## src/rtl/pwm_fade_ctrl.sv

```systemverilog
// Duty-cycle sequencer for the PWM datapath: immediate set, linear ramp or
// continuous breathing, with duty updates applied only on PWM period boundaries.
module pwm_fade_ctrl #(
   parameter int CBITS        = 18,
   parameter int DBITS        = 4,
   parameter int STEP_PERIODS = 4
) (
   input  logic             clk,
   input  logic             rst_n,
   input  logic             period_tick,
   input  logic             cmd_valid,
   output logic             cmd_ready,
   input  logic [1:0]       cmd_mode,
   input  logic [DBITS-1:0] cmd_target,
   output logic [DBITS-1:0] duty,
   output logic [CBITS-1:0] pulse_wide,
   output logic             busy,
   output logic             done
);

   localparam int SHIFT = CBITS - 1 - DBITS;
   localparam int SW    = (STEP_PERIODS > 1) ? $clog2(STEP_PERIODS) : 1;
   localparam logic [SW-1:0] STEP_LAST = SW'(STEP_PERIODS - 1);

   localparam logic [1:0] MODE_SET  = 2'd0;
   localparam logic [1:0] MODE_RAMP = 2'd1;
   localparam logic [1:0] MODE_OFF  = 2'd3;

   typedef enum logic [2:0] {
      IDLE,
      SET_PEND,
      RAMP,
      BR_UP,
      BR_DN
   } state_t;

   state_t           state;
   logic [DBITS-1:0] target;
   logic [SW-1:0]    step_cnt;
   logic             accept;
   logic             step_due;
   logic [DBITS-1:0] duty_up;
   logic [DBITS-1:0] duty_dn;

   assign cmd_ready  = (state == IDLE) || (state == BR_UP) || (state == BR_DN);
   assign busy       = (state != IDLE);
   assign accept     = cmd_valid & cmd_ready;
   assign step_due   = period_tick & (step_cnt == STEP_LAST);
   assign duty_up    = duty + DBITS'(1);
   assign duty_dn    = duty - DBITS'(1);
   assign pulse_wide = CBITS'(duty) << SHIFT;

   // Acceptance wins over a coincident period tick, so that tick never counts.
   always_ff @(posedge clk or negedge rst_n) begin
      if (!rst_n) begin
         state    <= IDLE;
         duty     <= '0;
         target   <= '0;
         step_cnt <= '0;
         done     <= 1'b0;
      end else begin
         done <= 1'b0;
         if (accept) begin
            step_cnt <= '0;
            case (cmd_mode)
               MODE_SET: begin
                  target <= cmd_target;
                  state  <= SET_PEND;
               end
               MODE_OFF: begin
                  target <= '0;
                  state  <= SET_PEND;
               end
               MODE_RAMP: begin
                  target <= cmd_target;
                  if (duty == cmd_target) begin
                     state <= IDLE;
                     done  <= 1'b1;
                  end else begin
                     state <= RAMP;
                  end
               end
               default: begin
                  if (cmd_target == '0) begin
                     target <= '0;
                     state  <= SET_PEND;
                  end else begin
                     target <= cmd_target;
                     state  <= (duty < cmd_target) ? BR_UP : BR_DN;
                  end
               end
            endcase
         end else if (period_tick) begin
            case (state)
               SET_PEND: begin
                  duty  <= target;
                  done  <= 1'b1;
                  state <= IDLE;
               end
               RAMP: begin
                  if (step_due) begin
                     step_cnt <= '0;
                     if (duty < target) begin
                        duty <= duty_up;
                        if (duty_up == target) begin
                           state <= IDLE;
                           done  <= 1'b1;
                        end
                     end else begin
                        duty <= duty_dn;
                        if (duty_dn == target) begin
                           state <= IDLE;
                           done  <= 1'b1;
                        end
                     end
                  end else begin
                     step_cnt <= step_cnt + SW'(1);
                  end
               end
               BR_UP: begin
                  if (step_due) begin
                     step_cnt <= '0;
                     duty     <= duty_up;
                     if (duty_up == target) state <= BR_DN;
                  end else begin
                     step_cnt <= step_cnt + SW'(1);
                  end
               end
               BR_DN: begin
                  if (step_due) begin
                     step_cnt <= '0;
                     duty     <= duty_dn;
                     if (duty_dn == '0) state <= BR_UP;
                  end else begin
                     step_cnt <= step_cnt + SW'(1);
                  end
               end
               default: begin
                  step_cnt <= step_cnt;
               end
            endcase
         end
      end
   end

endmodule

```

## config.mk

```make
export PLATFORM = sky130hd
export DESIGN_NAME = pwm_fade_ctrl
export DESIGN_NICKNAME = d
export VERILOG_FILES = /design/src/rtl/pwm_fade_ctrl.sv
export SDC_FILE = /design/constraint.sdc
export NUM_CORES = 1
export LEC_CHECK = 0
export ABC_AREA = 0
export ABC_CLOCK_PERIOD_IN_PS = 2500
export CAP_MARGIN = 20
export CORE_MARGIN = 8
export CORE_UTILIZATION = 50
export DETAILED_ROUTE_END_ITERATION = 10
export GPL_TIMING_DRIVEN = 0
export MAX_ROUTING_LAYER = met4
export PLACE_DENSITY = 0.91
export REMOVE_ABC_BUFFERS = 1
export SLEW_MARGIN = 10
export SYNTH_ARGS = -nofsm -noshare
export SYNTH_HDL_FRONTEND = slang
export SYNTH_SLANG_ARGS = --single-unit
export TNS_END_PERCENT = 1
```

## constraint.sdc

```tcl
create_clock -name clk -period 2.5 [get_ports clk]
set_input_delay 0.5 -clock clk [delete_from_list [all_inputs] [get_ports clk]]
set_output_delay 0.5 -clock clk [all_outputs]
set_load 0.005 [all_outputs]
```

## Yosys cells after proc, flatten, opt, wreduce, memory -nomap -nowiden

Cells that the tools add are included.

| word-level totals | value |
|---|---|
| output and inout port bits | 25 |
| word-level logic and storage cells | 85 |
| flip-flop bits (word level) | 14 |
| bits of input ports | 10 |

| cells by class | value |
|---|---|
| eq/ne operators | 20 |
| order comparisons | 2 |
| bitwise gates (word level) | 3 |
| multiplexer cells | 35 |
| add/subtract/negate cells | 3 |
| reductions and logical operators | 17 |

Operators with widths:

| cell | number |
|---|---|
| $mux W3 | 12 |
| $mux W4 | 5 |
| $pmux W4 S4 | 1 |
| $eq A4 B4 Y1 | 3 |
| $pmux W3 S4 | 1 |
| $mux W2 | 5 |
| $ne A3 B3 Y1 const B | 3 |
| $reduce_and A9 Y1 | 1 |
| $logic_not A4 Y1 | 2 |
| $lt A4 B4 Y1 | 2 |
| $mux W1 | 8 |
| $ne A4 B4 Y1 const B | 2 |
| $pmux W4 S2 | 1 |
| $eq A3 B2 Y1 const B | 2 |
| $ne A2 B2 Y1 const B | 3 |
| $ne A3 B2 Y1 const B | 2 |
| $pmux W3 S2 | 1 |
| $reduce_and A6 Y1 | 1 |
| $reduce_bool A5 Y1 | 1 |
| $add A4 B1 Y4 const B | 1 |
| $eq A2 B2 Y1 const B | 2 |
| $reduce_bool A2 Y1 | 2 |
| $reduce_bool A4 Y1 | 1 |
| $reduce_or A2 Y1 | 2 |
| 14 further kinds | 16 |

## Logic depth before layout (Yosys ltp)

| depth | value |
|---|---|
| depth after elaboration | 8 |
| mapped depth | 8 |
| gate-level depth less buffers | 8 |

## Worst setup path before layout

No wires, ideal clock.

| path | value |
|---|---|
| kind | register -> register |
| start point | register duty[0] |
| end point | register state[1] |
| arrival | 2.178 ns |
| library setup time | 0.125 ns |
| path slack | 0.197 ns |
| path buffers | 0 |
| cell stages (with the launch flop) | 9 |
| cell sequence | dfrtp_1 inv_1 ha_1 xnor2_1 xnor2_1 nand4b_1 a32o_1 a311o_1 mux2_4 |

| on the way | value |
|---|---|
| word-level cells in the longest chain between the ends | 6 |
| elaborated cells between the ends (all ways) | 22 |
| classes of those cells | add/sub (2); order compare (2); eq/ne (7); mux (9); reduce/logical (2) |

RTL lines:

| item | line | RTL |
|---|---|---|
| start, declared | 15 | `output logic [DBITS-1:0] duty,` |
| start signal, assigned | 96 | `duty <= target;` |
| start signal, assigned | 104 | `duty <= duty_up;` |
| start signal, assigned | 110 | `duty <= duty_dn;` |
| $lt A4 B4 Y1 | 103 | `if (duty < target) begin` |
| $mux W3 | 103 |  |
| $mux W3 | 101 | `if (step_due) begin` |
| $pmux W3 S4 | 94 | `case (state)` |
| $mux W3 | 93 | `end else if (period_tick) begin` |
| $mux W3 | 63 | `if (accept) begin` |
| end signal, assigned | 89 | `state <= (duty < cmd_target) ? BR_UP : BR_DN;` |
| end, declared | 37 | `state_t state;` |

Several ways; a longest one is shown, not always the timed one. The select of a mux whose other input is x is not followed.
A chain may end at the register's enable or synchronous reset.

## Final worst setup path

| path | value |
|---|---|
| start point | register duty[1] |
| end point | register state[1] |

The elaborated chain is that of the path after synthesis.

==> run metrics <==
CP endpoint kind register; Clk Latency, worst-skew pair 290 ps; Reg area 354 sq um; die span in x 71.1 microns; Total GRT Usage 0.138; # port buffers 20; global placer's final weighted congestion 0.956; GRT Residual Overflow 0; final slew viol count 0; H-tree levels 1; pin count of the biggest net entering global routing 16; reg2reg start duty[1]; first-pass GRT wire length 5570 microns; sequential-to-total area share from yosys stat 0.230; I/O pin cnt 35; Post-synth ARST share 1.00; Synth Area per Inst 8.09 sq um; Reg2Reg Setup Slack 100 ps; Worst setup SP type register; R2R depth 7; Psw 927 uW; Period minus WS final 2400 ps; combinational group share of total power 0.664; worst hold stages 2; Sink Count 14; Peak VDD IR 348 uV; Gate Count Post-Synth 188; share of cells above drive strength 1 0.0796; vias in the first global route 1244; Hold Startpoint step_cnt[1]; Internal Power 1.10 mW; Post-Syn Area 0.00152 sq mm; Worst Clk Skew 6.11 ps; final worst path period share 0.959; Synth Warn # 0; DP HPWL 2590 microns; RR Endpoint state[1]; main flop type after synthesis dfrtp_1; FF+latch count, synth 14; Clock power frac 0.085; Routed WL 3330 microns; worst-case clock buffer depth 2; Crit Path Max Fanout 9; Design Area, Final 0.00169 sq mm; Final Hold Fails 0; commonest non-fill, non-tap cell in the layout clkdlybuf4s50_1; area of the multi-input gates 996 sq um; status finished, final reports clean; max_slew headroom 0.575; Netlist cell types 47; static leakage 0.779 nW; max-cap violations 0; CORE AREA 0.00298 sq mm; post-route ant nets 0; most frequent cells in the layout clkdlybuf4s50_1 (20), inv_1 (14), ha_1 (14), conb_1 (14), o21ai_0 (13); DRC 0; Least-Margin Pin Slew 636 ps; DRT Pass-1 Iters 4; CTS Hold Buffers Added 0; Hold Crit Class register to register; filler cell count 272; Seq pwr share 0.252; diode count 0; 1st-iter DRT viols 206; root buf cell clkbuf_4; post-DR vias/cell 5.62; Post-DP Area 0.00164 sq mm; Routed wire per std cell 14.2 microns; RSZ-0062 raised after global routing no; final setup fails 0; WS Path Type register to register; Final #Nets 227; Initial Util 0.511; Reg clk slew, reported paths 90 ps; CTS tree built; WHS Endpoint step_cnt[1]; CP Data Required Time 2690 ps; vias 1315; Sw Share 0.457; DIE HEIGHT 71.1 microns; FP Rows 20; EDFF count, synth 0; setup TNS 0 ps; CTS Buf Count 3; die area 0.00506 sq mm; antenna violations before repair 0; Layout area overhead 11.3%; PD cells 1200 mW/mm^2; Peak Freq 417 MHz; critical path arrival 2590 ps
per-layer routing:
layer  wire [microns]  up-vias  track usage
met5                0        -            -
li1                 -      659            -
met2             1560       52        0.216
met1             1540      600        0.170
met4               48        0       0.0600
met3              177        4       0.0212
cells in the mapped netlist (2+ instances only):
library cell / instances / area [sq um]
nand3_1: 10 / 50.1
mux2i_1: 3 / 30.0
nand2b_1: 3 / 18.8
or3_1: 3 / 18.8
clkbuf_1: 6 / 22.5
inv_1: 15 / 56.3
a21oi_1: 11 / 55.1
a211o_1: 2 / 17.5
dfrtp_1: 14 / 350
ha_1: 15 / 188
a31oi_1: 2 / 12.5
a32o_1: 2 / 20.0
nor2_1: 11 / 41.3
o21a_1: 3 / 22.5
o211ai_1: 4 / 30.0
xor2_1: 2 / 17.5
xnor2_1: 5 / 43.8
o21ai_0: 13 / 65.1
buf_4: 18 / 135
nor2b_1: 3 / 18.8
and2_1: 2 / 12.5
nor3_1: 2 / 10.0
o31ai_1: 2 / 15.0
o21bai_1: 2 / 15.0
mux2_4: 2 / 30.0
nand2_1: 12 / 45.0
area by class of cell:
type,count,share of cell area
inverters,15,0.0333
clock buffers,4,0.0214
flip-flops and latches,14,0.209
repair buffers,21,0.123
multi-input cells,147,0.589
well taps,33,0.0244
registers in the layout, indices dropped and copies added, names as in the netlist:
| name | count |
|---|---|
| done | 1 |
| duty | 4 |
| step_cnt | 2 |
| state | 3 |
| target | 4 |
worst max path at each step:
stage / start / to / slack [ps]
6_report: duty[1] / state[1] / 100
5_1_grt: duty[1] / state[1] / 7
4_1_cts: duty[0] / state[1] / 20
3_5_place_dp: duty[1] / state[2] / -40
3_3_place_gp: duty[1] / state[1] / -30
2_1_floorplan: duty[0] / state[1] / 170
power groups by stage:
stage	Combinational (mW)	Clock, mW	Sequential (mW)
floorplan	0.950	0	0.460
global placement	1.29	0	0.501
detailed placement	1.31	0	0.507
CTS	1.32	0.174	0.505
global route	1.50	0.186	0.527
finish	1.35	0.171	0.511
worst max-delay path, stage by stage (launching register included):
cell and delay, ps:
dfrtp_2 490, ha_1 310, nor2b_1 130, o211ai_1 240
nand2_1 170, a32o_1 250, a311o_1 390, mux2_4 320
cells by family after synthesis:
logic type,synth area share
adder cells (fa/ha/maj),0.123
AO/OA/AOI/OAI,0.224
flip-flops,0.230
buffers and inverters,0.148
other,0.00247
XOR/XNOR,0.0510
multiplexers,0.0469
AND/OR/NAND/NOR,0.174
per-stage QoR:
stage / power (mW) / setup WS (ps) / hold WS (ps) / utilization / instances
2_1_floorplan: 1.41 / 174 / 204 / - / 176
3_3_place_gp: 1.79 / -29.1 / 520 / 0.551 / 229
3_5_place_dp: 1.82 / -44.3 / 523 / 0.551 / 229
4_1_cts: 2.00 / 15.1 / 536 / 0.564 / 233
5_1_grt: 2.21 / 6.93 / 565 / 0.568 / 234
6_report: 2.03 / 104 / 531 / 0.568 / 234
what timing repair did:
action / 4_1_cts / 5_1_grt
gates resized for setup: 2 / 3
setup endpoints to repair: 2 / 2
setup buffers: 0 / 1
pin swaps: 0 / 1
cloned: 0 / 0
(Power assumes the default switching activity.)
